[config.mk]
export PLATFORM = sky130hd
export DESIGN_NAME = sdram_wb_bridge
export DESIGN_NICKNAME = d
export VERILOG_FILES = /design/src/rtl/sdram_wb_bridge.sv
export SDC_FILE = /design/constraint.sdc
export NUM_CORES = 1
export LEC_CHECK = 0
export ABC_AREA = 1
export CAP_MARGIN = 25
export CORE_ASPECT_RATIO = 0.9
export CORE_MARGIN = 1.5
export CORE_UTILIZATION = 36
export DETAILED_ROUTE_END_ITERATION = 6
export GPL_TIMING_DRIVEN = 0
export HOLD_SLACK_MARGIN = 0.03
export PLACE_DENSITY = 0.86
export SLEW_MARGIN = 20
export SYNTH_ARGS = -nofsm -noshare
export SYNTH_HDL_FRONTEND = slang
export SYNTH_SLANG_ARGS = --single-unit
[constraint.sdc]
create_clock -name clk -period 2.1 [get_ports clk]
set_input_delay 0.315 -clock clk [delete_from_list [all_inputs] [get_ports clk]]
set_output_delay 0.315 -clock clk [all_outputs]
set_load 0.01 [all_outputs]
[src/rtl/sdram_wb_bridge.sv]
// Wishbone B3 classic slave -> single-word SDRAM driver requests.
// Optional WAIT/DRAIN watchdog is compiled in with `define SDRAM_WB_TIMEOUT_EN.
module sdram_wb_bridge #(
  parameter int ADDR_W  = 32,
  parameter int DATA_W  = 16,
  parameter int TIMEOUT = 255
) (
  input  logic              clk,
  input  logic              reset,
  input  logic [ADDR_W-1:0] wbs_address,
  input  logic [DATA_W-1:0] wbs_writedata,
  output logic [DATA_W-1:0] wbs_readdata,
  input  logic              wbs_strobe,
  input  logic              wbs_cycle,
  input  logic              wbs_write,
  output logic              wbs_ack,
  output logic              wbs_err,
  output logic [ADDR_W-1:0] sdram_addr,
  output logic              sdram_wr,
  output logic              sdram_rd,
  output logic [DATA_W-1:0] sdram_wr_data,
  input  logic [DATA_W-1:0] sdram_rd_data,
  input  logic              sdram_op_done,
  input  logic              sdram_op_err
);

  typedef enum logic [2:0] {IDLE, REQ, WAIT, RESP, DRAIN} state_t;

  state_t              state_q, state_d;
  logic [ADDR_W-1:0]   addr_q, addr_d;
  logic [DATA_W-1:0]   wdata_q, wdata_d;
  logic [DATA_W-1:0]   rdata_q, rdata_d;
  logic                we_q, we_d;
  logic                err_q, err_d;
  logic                tmo;

`ifdef SDRAM_WB_TIMEOUT_EN
  logic [15:0] cnt_q, cnt_d;
  // Fires in the last allowed WAIT/DRAIN cycle so the error lands right after it.
  assign tmo = (state_q == WAIT || state_q == DRAIN) && (cnt_q == 16'(TIMEOUT - 1));
  assign cnt_d = ((state_q == WAIT || state_q == DRAIN) && state_d == state_q) ? cnt_q + 16'd1 : 16'd0;
  always_ff @(posedge clk or posedge reset)
    if (reset) cnt_q <= '0;
    else       cnt_q <= cnt_d;
`else
  assign tmo = 1'b0;
`endif

  always_comb begin
    state_d = state_q;
    addr_d  = addr_q;
    wdata_d = wdata_q;
    we_d    = we_q;
    err_d   = err_q;
    rdata_d = rdata_q;
    case (state_q)
      IDLE: if (wbs_cycle && wbs_strobe) begin
        addr_d  = wbs_address;
        wdata_d = wbs_writedata;
        we_d    = wbs_write;
        state_d = REQ;
      end
      // Completions in REQ are handled identically to WAIT.
      REQ, WAIT: begin
        if (sdram_op_err) begin
          err_d   = 1'b1;
          state_d = RESP;
        end else if (sdram_op_done) begin
          if (!we_q) rdata_d = sdram_rd_data;
          state_d = RESP;
        end else if (!wbs_cycle) begin
          state_d = DRAIN;
        end else if (tmo) begin
          err_d   = 1'b1;
          state_d = RESP;
        end else begin
          state_d = WAIT;
        end
      end
      RESP: begin
        err_d   = 1'b0;
        state_d = IDLE;
      end
      DRAIN: if (sdram_op_done || sdram_op_err || tmo) state_d = IDLE;
      default: state_d = IDLE;
    endcase
  end

  always_ff @(posedge clk or posedge reset) begin
    if (reset) begin
      state_q <= IDLE;
      addr_q  <= '0;
      wdata_q <= '0;
      rdata_q <= '0;
      we_q    <= 1'b0;
      err_q   <= 1'b0;
    end else begin
      state_q <= state_d;
      addr_q  <= addr_d;
      wdata_q <= wdata_d;
      rdata_q <= rdata_d;
      we_q    <= we_d;
      err_q   <= err_d;
    end
  end

  assign sdram_addr    = addr_q;
  assign sdram_wr_data = wdata_q;
  assign sdram_rd      = (state_q == REQ) && !we_q;
  assign sdram_wr      = (state_q == REQ) && we_q;
  assign wbs_ack       = (state_q == RESP) && !err_q;
  assign wbs_err       = (state_q == RESP) && err_q;
  assign wbs_readdata  = rdata_q;

endmodule

==> run_results.csv, run 1 <==
group,metric,value,unit
outcome,outcome,"complete, no violations",
clock_tree,postCtsHoldBufs,0,
clock_tree,ctsResizeCount,0,
clock_tree,numCtsBuffers,9,
floorplanning,ios,139,
worst_setup_path,cp_slowest_stage_delay,0.54,ns
place,portBuffers,138,
synthesis,synth_cell_types,17,
worst_setup_path,crit_arrival,1.70,ns
clock_tree,cts_max_level,3,
floorplanning,start_util,37.2,%
finish,fin_area,4570,sq um
timing,finalClockSkew,0.00469,ns
worst_setup_path,rr_worst_depth,8,
timing,finalCriticalPeriod,2.01,ns
global_routing,grt_pass1_wl,11900,microns
synthesis,yosysTopAreaCell,"dfrtp_1",
clock_tree,cts.sinks,69,
synthesis,synth_fa_ha_area_share,0,%
worst_setup_path,cp.depth,4,
drt,drt.antenna.violating_nets,0,
finish,utilization,60.3,%
global_routing,gr-usage-all-layers,18.6,%
worst_setup_path,cp_max_fo,4,
timing,finalSetupViolCount,0,
finish,layout_common_cells,"140 x nand2_1, 138 x clkdlybuf4s50_1, 69 x dfrtp_1",
worst_setup_path,path_class,"reg -> out",
timing,max_freq,0.497,GHz
clock_tree,tritoncts,"built",
worst_setup_path,worstPathCellList,"inv_1 -> nand3_2 -> nor2_1 -> clkdlybuf4s50_1",
finish,nets,539,
power,p_switching,2.18,mW
finish,drive_gt1_share,8.25,%
drt,drcViolationCount,0,
place,hpwl,5610,microns
job,cap_viol_max_count,0,
min_path,holdCritPathClass,"in -> async",
synthesis,syn_area,2820,sq um
worst_setup_path,end_kind,"output pin",
power,ir_drop,0.615,mV
clock_tree,cts_buffer_depth,2,
drt,routed_wl,7610,microns
global_routing,grt_pass1_vias,2632,
synthesis,synth_compound_area_share,0.532,%
drt,viasPerCell,4.79,
floorplanning,die_h,87.0,microns
power,seq_power_share,36.2,%
power,p_sw_share,34.4,%
clock_tree,cts_root_buffer,"clkbuf_8",
clock_tree,post-cts-setup-buffers,0,
timing,tightest_slew,0.451,ns
worst_setup_path,r2r_slack,0.59,ns
power,clkPwrFrac,19.1,%
floorplanning,num_rows,30,
power,pwr_density_cell,1380,nW/um^2
worst_setup_path,crit_family,"buffers and inverters",
synthesis,yosys-top-cells-area,"dfrtp_1 61%, nand2_1 19%, nand3_1 12%",
worst_setup_path,startpoint,"state_q[2]$_DFFE_PP0P_",
place,place_congestion,0.739,
worst_setup_path,r2r_end,"sdram_addr[29]$_DFFE_PP0P_",
place,dpl_cell_area,4350,sq um
timing,slew_violations,0,
worst_setup_path,endpoint,"sdram_wr",
finish,insertedDiodeCount,0,
synthesis,ys_ff_latch,69,
drt,drt_iter0_markers,83,
timing,slew_headroom,69.9,%
synthesis,syn_nets,389,
floorplanning,die_w,96.3,microns
synthesis,synth_top_family_by_area,"simple AND/OR/NAND/NOR gates",
power,comb_power_share,44.7,%
power,p_leak,2.24,nW
floorplanning,die-area,8380,sq um
worst_setup_path,critPathBufInv,2,
worst_setup_path,rr_startpoint,"state_q[1]$_DFFE_PP0P_",
synthesis,synth.avg_cell_area,8.88,sq um
synthesis,synth_top_area_share,61.2,%
synthesis,synthMuxAreaShare,0,%
finish,final_common_cell,"nand2_1",
worst_setup_path,cp.required,1.78,ns
clock_tree,clkSlewWorstSetupHoldPaths,0.07,ns
drt,dr_total_vias,2724,
timing,rsz0062_at_grt,"no",
finish,area_delta_synth_final,62.1,%
global_routing,antenna_found_initial,0,
synthesis,synth_warnings,0,
global_routing,grt_remaining_overflow,0,
synthesis,synth_xor_area_share,0,%
power,p_int,4.15,mW
worst_setup_path,cp-start-kind,"flop",
drt,wire_per_inst,13.4,microns
synthesis,yosys.area_share.simple,33.7,%
timing,final_hold_viol_count,0,
worst_setup_path,slowest_stage,"clkdlybuf4s50_1",
floorplanning,core_area,7580,sq um
timing,layout_worst_path_cycle_share,95.9,%
global_routing,grt_max_degree,36,
drt,dr.pass1.iters,4,
synthesis,ys_seq_area_share,61.2,%
clock_tree,clock_latency,0.33,ns
synthesis,postSynthCellCount,318,
[final cells by class]
cell class | instances | area, sq um
Fill cell | 662 | 3010
Sequential cell | 69 | 1730
Timing Repair Buffer | 139 | 1400
Multi-Input combinational cell | 223 | 968
Clock buffer | 12 | 155
Tap cell | 96 | 120
Buffer | 18 | 100
Clock inverter | 4 | 70.1
Inverter | 8 | 32.5
[power by group through the flow]
stage | clock [mW] | sequential (mW) | combinational, mW
floorplan | 0 | 2.55 | 0.974
global placement | 0 | 2.28 | 2.78
detailed placement | 0 | 2.31 | 2.86
CTS | 1.25 | 2.29 | 2.87
global route | 1.32 | 2.36 | 3.12
finish | 1.21 | 2.29 | 2.83
[stage by stage]
step	setup WS, ns	hold WS, ns	setup TNS [ns]	total power, mW	cells
final	0.0859	0.348	0	6.33	569
after global routing	0.0164	0.394	0	6.79	569
after CTS	0.0299	0.356	0	6.41	569
after detailed placement	0.262	0.459	0	5.17	553
after global placement	-1.14	0.453	-78.64	5.07	552
after floorplan	0.0451	0.425	0	3.52	318
[per-layer routing]
metal,global-route usage [%],routed length (microns),vias to the layer above
met3,6.63,602,12
met2,31.5,3760,113
met4,6.46,130,0
li1,-,-,1314
met1,21.9,3120,1285
met5,0,0,-
[cells in the mapped netlist]
library cell,count
nand2_1,140
dfrtp_1,69
nand3_1,67
buf_2,11
nor2_1,7
inv_1,6
clkbuf_1,4
a21oi_1,3
buf_6,2
inv_2,2
buf_4,1
nand2_2,1
nand2_4,1
nand3_2,1
nand4_1,1
nor2_4,1
nor3b_4,1
[worst min-delay path by stage]
| stage | from | to | slack [ns] |
|---|---|---|---|
| after floorplan | sdram_op_err | err_q$_DFFE_PP0P_ | 0.42 |
| after global placement | sdram_addr[28]$_DFFE_PP0P_ | sdram_addr[28]$_DFFE_PP0P_ | 0.45 |
| after detailed placement | sdram_addr[3]$_DFFE_PP0P_ | sdram_addr[3]$_DFFE_PP0P_ | 0.46 |
| after CTS | reset | wbs_readdata[12]$_DFFE_PP0P_ | 0.36 |
| after global routing | reset | wbs_readdata[0]$_DFFE_PP0P_ | 0.39 |
| final | reset | wbs_readdata[1]$_DFFE_PP0P_ | 0.35 |
[flip-flops by register name (all words and copies together) (netlist names)]
signal,count
state_q,3
we_q,1
wbs_readdata,16
sdram_addr,32
err_q,1
sdram_wr_data,16
[cell families after synthesis]
family                 count (synthesis)
AND/OR/NAND/NOR                      220
flip-flops                            69
buffers and inverters                 26
AO/OA/AOI/OAI                          3
(Power assumes the default switching activity.)
==> run 2: changes to the inputs <==
- SETUP_SLACK_MARGIN: not set -> 0.4
==> run_results.csv, run 2 (synthesis results as in run 1) <==
group,metric,value,unit
outcome,outcome,"complete, no violations",
floorplanning,start_util,37.2,%
worst_setup_path,cp-start-kind,"flop",
floorplanning,die_w,96.3,microns
clock_tree,numCtsBuffers,9,
timing,finalSetupViolCount,0,
power,p_leak,2.23,nW
place,place_congestion,0.743,
timing,tns,0,ns
finish,nets,540,
power,p_sw_share,35.0,%
clock_tree,clock_latency,0.33,ns
power,p_int,4.04,mW
drt,drt.antenna.violating_nets,0,
global_routing,met1_usage,23.3,%
clock_tree,clkSlewWorstSetupHoldPaths,0.07,ns
worst_setup_path,worstPathCellList,"clkdlybuf4s50_1",
finish,layout_common_cells,"140 x nand2_1, 134 x clkdlybuf4s50_1, 69 x dfrtp_1",
drt,viasPerCell,4.65,
timing,rsz0062_at_grt,"no",
place,dp_cells,554,
global_routing,met2_usage,29.4,%
timing,final_hold_viol_count,0,
clock_tree,cts_buffer_depth,2,
global_routing,busiest_layer,"met2",
worst_setup_path,end_kind,"output pin",
clock_tree,postCtsHoldBufs,0,
floorplanning,num_rows,30,
power,p_switching,2.17,mW
worst_setup_path,crit_family,"buffers and inverters",
worst_setup_path,crit_arrival,1.26,ns
drt,wire_per_inst,13.4,microns
timing,slew_headroom,71.5,%
power,ir_drop,0.632,mV
global_routing,grt_max_degree,36,
worst_setup_path,critPathBufInv,1,
power,pwr_density_cell,1360,nW/um^2
worst_setup_path,startpoint,"sdram_addr[21]$_DFFE_PP0P_",
finish,largest_reg_flops,32,
place,hpwl,5580,microns
finish,final_common_cell,"nand2_1",
timing,finalClockSkew,0.00767,ns
worst_setup_path,slowest_stage,"clkdlybuf4s50_1",
worst_setup_path,path_class,"reg -> out",
global_routing,grt_pass1_wl,11900,microns
worst_setup_path,cp_slowest_stage_delay,0.55,ns
floorplanning,core_area,7580,sq um
drt,dr_total_vias,2640,
timing,slew_violations,0,
finish,insertedDiodeCount,0,
timing,max_freq,0.635,GHz
floorplanning,ios,139,
power,comb_power_share,45.4,%
worst_setup_path,rr_startpoint,"state_q[1]$_DFFE_PP0P_",
clock_tree,cts_max_level,3,
finish,finalNonFillerCells,568,
global_routing,grt_remaining_overflow,0,
drt,drcViolationCount,0,
min_path,holdCritPathClass,"in -> async",
global_routing,gr-usage-all-layers,18.5,%
drt,routed_wl,7620,microns
drt,drt_iter0_markers,69,
global_routing,antenna_found_initial,0,
floorplanning,die_h,87.0,microns
global_routing,met3_usage,8.03,%
global_routing,grt_pass1_vias,2575,
job,cap_viol_max_count,0,
clock_tree,post-cts-setup-buffers,0,
power,clkPwrFrac,17.6,%
timing,tightest_slew,0.427,ns
worst_setup_path,rr_worst_depth,8,
worst_setup_path,cp_max_fo,2,
power,seq_power_share,37.0,%
drt,dr.pass1.iters,4,
worst_setup_path,cp.required,1.78,ns
worst_setup_path,cp.depth,1,
clock_tree,cts_root_buffer,"clkbuf_8",
place,portBuffers,138,
timing,layout_worst_path_cycle_share,74.9,%
timing,finalCriticalPeriod,1.57,ns
floorplanning,die-area,8380,sq um
clock_tree,cts.sinks,69,
clock_tree,tritoncts,"built",
finish,utilization,60.1,%
finish,drive_gt1_share,8.90,%
finish,area_delta_synth_final,61.3,%
## run 2: stage by stage
stage | setup slack (ns) | instance area (sq um) | hold WS [ns] | total power, mW
final | 0.526 | 4550 | 0.407 | 6.21
after global routing | 0.402 | 4550 | 0.398 | 6.67
after CTS | 0.382 | 4570 | 0.402 | 6.28
after detailed placement | 0.270 | 4370 | 0.458 | 5.17
after global placement | 0.220 | 4330 | 0.453 | 5.06
after floorplan | 0.853 | 2830 | 0.425 | 3.52
## run 2: cell type report
cell class | count | area [sq um]
fillers | 651 | 3030
flip-flops and latches | 69 | 1730
repair buffers | 140 | 1400
multi-input cells | 223 | 973
clock buffers | 13 | 169
well taps | 96 | 120
plain buffers | 18 | 100
inverters | 8 | 33.8
clock inverters | 1 | 30.0
## run 2: timing repair
item,4_1_cts,5_1_grt
endpoints found under the setup margin,4,4
pin swaps,0,1
gates resized for setup,9,6
cloned,0,0
## run 2: power by group through the flow
stage | Combinational (mW) | Sequential [mW] | Clock, mW
after floorplan | 0.974 | 2.55 | 0
after global placement | 2.78 | 2.29 | 0
after detailed placement | 2.87 | 2.30 | 0
after CTS | 2.86 | 2.29 | 1.12
after global routing | 3.10 | 2.37 | 1.20
final | 2.82 | 2.30 | 1.09
## run 2: worst paths after layout
path                                                      to  slack [ns]
worst max-delay path                          sdram_addr[21]        0.53
worst min-delay path            sdram_wr_data[5]$_DFFE_PP0P_        0.41
worst max register to register  sdram_wr_data[2]$_DFFE_PP0P_        0.55
worst min register to register    sdram_addr[30]$_DFFE_PP0P_        0.47
max in group asynchronous          sdram_addr[5]$_DFFE_PP0P_        1.26
min in group clk                  sdram_addr[30]$_DFFE_PP0P_        0.47
## run 2: metal layers
layer  routed length [microns]  vias to the layer above  part of all wire (%)
met1                      3300                     1218                    43
met5                         0                        -                     0
li1                          -                     1314                     -
met4                        60                        0                  0.79
met2                      3640                      102                    48
met3                       625                        6                   8.2
==> RTL edit, RTL diff (flow settings as in run 2) <==
Put a register stage on the output `wbs_err`, cleared by the reset. The value now appears one clock later. The other outputs are not delayed to match.
--- a/src/rtl/sdram_wb_bridge.sv
+++ b/src/rtl/sdram_wb_bridge.sv
@@ -111,3 +111,9 @@
   assign wbs_ack       = (state_q == RESP) && !err_q;
-  assign wbs_err       = (state_q == RESP) && err_q;
+  always_ff @(posedge clk or posedge reset) begin
+    if (reset) begin
+      wbs_err <= '0;
+    end else begin
+      wbs_err <= (state_q == RESP) && err_q;
+    end
+  end
   assign wbs_readdata  = rdata_q;
Check against the original RTL: not equivalent (Yosys sat finds a counterexample within 4 cycles, from zero or initial values and one cycle with reset high).
==> RTL edit against run 2 <==
Global-route usage hardly changed; critical path type unchanged; register-to-register slack improved by 50 ps; synthesized area increased by 0.75%; core utilization grew 1.0 points; sequential cell count grew 1; highest routed layer unchanged; cell area increased by 1.7%; total power grew 4.8%; setup slack about the same; routed wire length increased by 1.8%; fmax about the same; via count grew 2.5%.
==> RTL edit: results (changes against run 2) <==
- The number of cells in the finished layout apart from fillers is 571 (+0.53%).
- The register-to-register setup slack is 600 ps (+50 ps).
- The run finished with clean final reports.
- The detailed route wirelength on metal3 is 525 µm (-16%).
- The number of nets at the end of the flow is 541 (+0.19%).
- The leakage power is 2.27 nW (+1.6%).
- The fraction of final layout cells sized beyond drive strength 1 was 9.47% (+0.58 points).
- The total cell area at the placement stage is 0.00439 mm² (+0.49%).
- The post-layout minimum cycle time came to 1570 ps (-0.490 ps).
- The launch point of the worst path is sdram_addr[25].
- By area the synthesized netlist is led by sky130_fd_sc_hd__dfrtp_1, sky130_fd_sc_hd__nand2_1, sky130_fd_sc_hd__nand3_1.
- The total global-route track usage was 18.5% (-0.033 points).
- The post-cts sizing count is 5 (-4).
- The routed metal-1 wirelength is 3340 µm (+1.4%).
- The worst slack at placement is 292 ps (+21.2 ps).
- The worst register-to-register path ends at sdram_addr[30].
- The worst-case clock buffer depth was 2 (unchanged).
- The final HPWL from detailed placement is 5840 µm (+4.6%).
- The critical path ends at sdram_addr[25].
- The count of placed standard cells including taps is 555 (+0.18%).
- The global-route wire length before repair was 12,500 µm (+4.6%).
- The routed wire length per instance is 13.6 µm (+1.2%).
- The mean instance size in the synthesized netlist is 8.92 µm² (+0.44%).
- The worst clock skew on the final layout is 10.9 ps (+3.25 ps).
- The met2 capacity usage during global routing is 31.0% (+1.5 points).
- The startpoint identified for the worst register-to-register timing path is state_q[0].
- The maximum vdd drop came to 0.667 mV (+5.6%).
- The synthesized netlist net count is 390 (+0.26%).
- The detailed route wirelength on metal2 is 3770 µm (+3.6%).
- The starting DRC count in detailed routing is 86 (+25%).
- The vias after detailed routing is 2,706 (+2.5%).
- By count the netlist is led by sky130_fd_sc_hd__nand2_1, sky130_fd_sc_hd__dfrtp_1, sky130_fd_sc_hd__nand3_1.
- The H-tree depth is 3 (unchanged).
- The met3 usage in global routing is 5.86% (-2.2 points).
- The transition at the pin with the smallest max-transition slack is 435 ps (+8.55 ps).
-- RTL edit: cell types whose count changed in the layout (fill, tap and decap cells not counted), sizes merged --
cell,run 2,this run
clkinv,0,1
clkdlybuf4s50,134,135
inv,7,8
dfrtp,69,70
buf,17,16
clkbuf,20,18
bufinv,1,3
-- RTL edit: kinds of logic (layout without fill, tap and decap cells) --
family / after synthesis / in the layout
AOI/OAI and AO/OA: 3 / 3
buffers and inverters: 26 / 182
DFF: 70 / 70
and+or+nand+nor: 220 / 220
-- RTL edit: power by group --
part	total (mW)	internal, mW	switching [mW]
clock	1.37	0.857	0.509
combinational	2.82	1.47	1.35
sequential	2.33	1.96	0.367
total	6.51	4.29	2.22
-- RTL edit: final cells by class --
class	instances	area (µm²)
fillers	657	2950
flip-flops and latches	70	1750
repair buffers	140	1410
multi-input cells	223	966
clock buffers	11	151
well taps	96	120
clock inverters	5	104
plain buffers	18	96.3
inverters	8	33.8
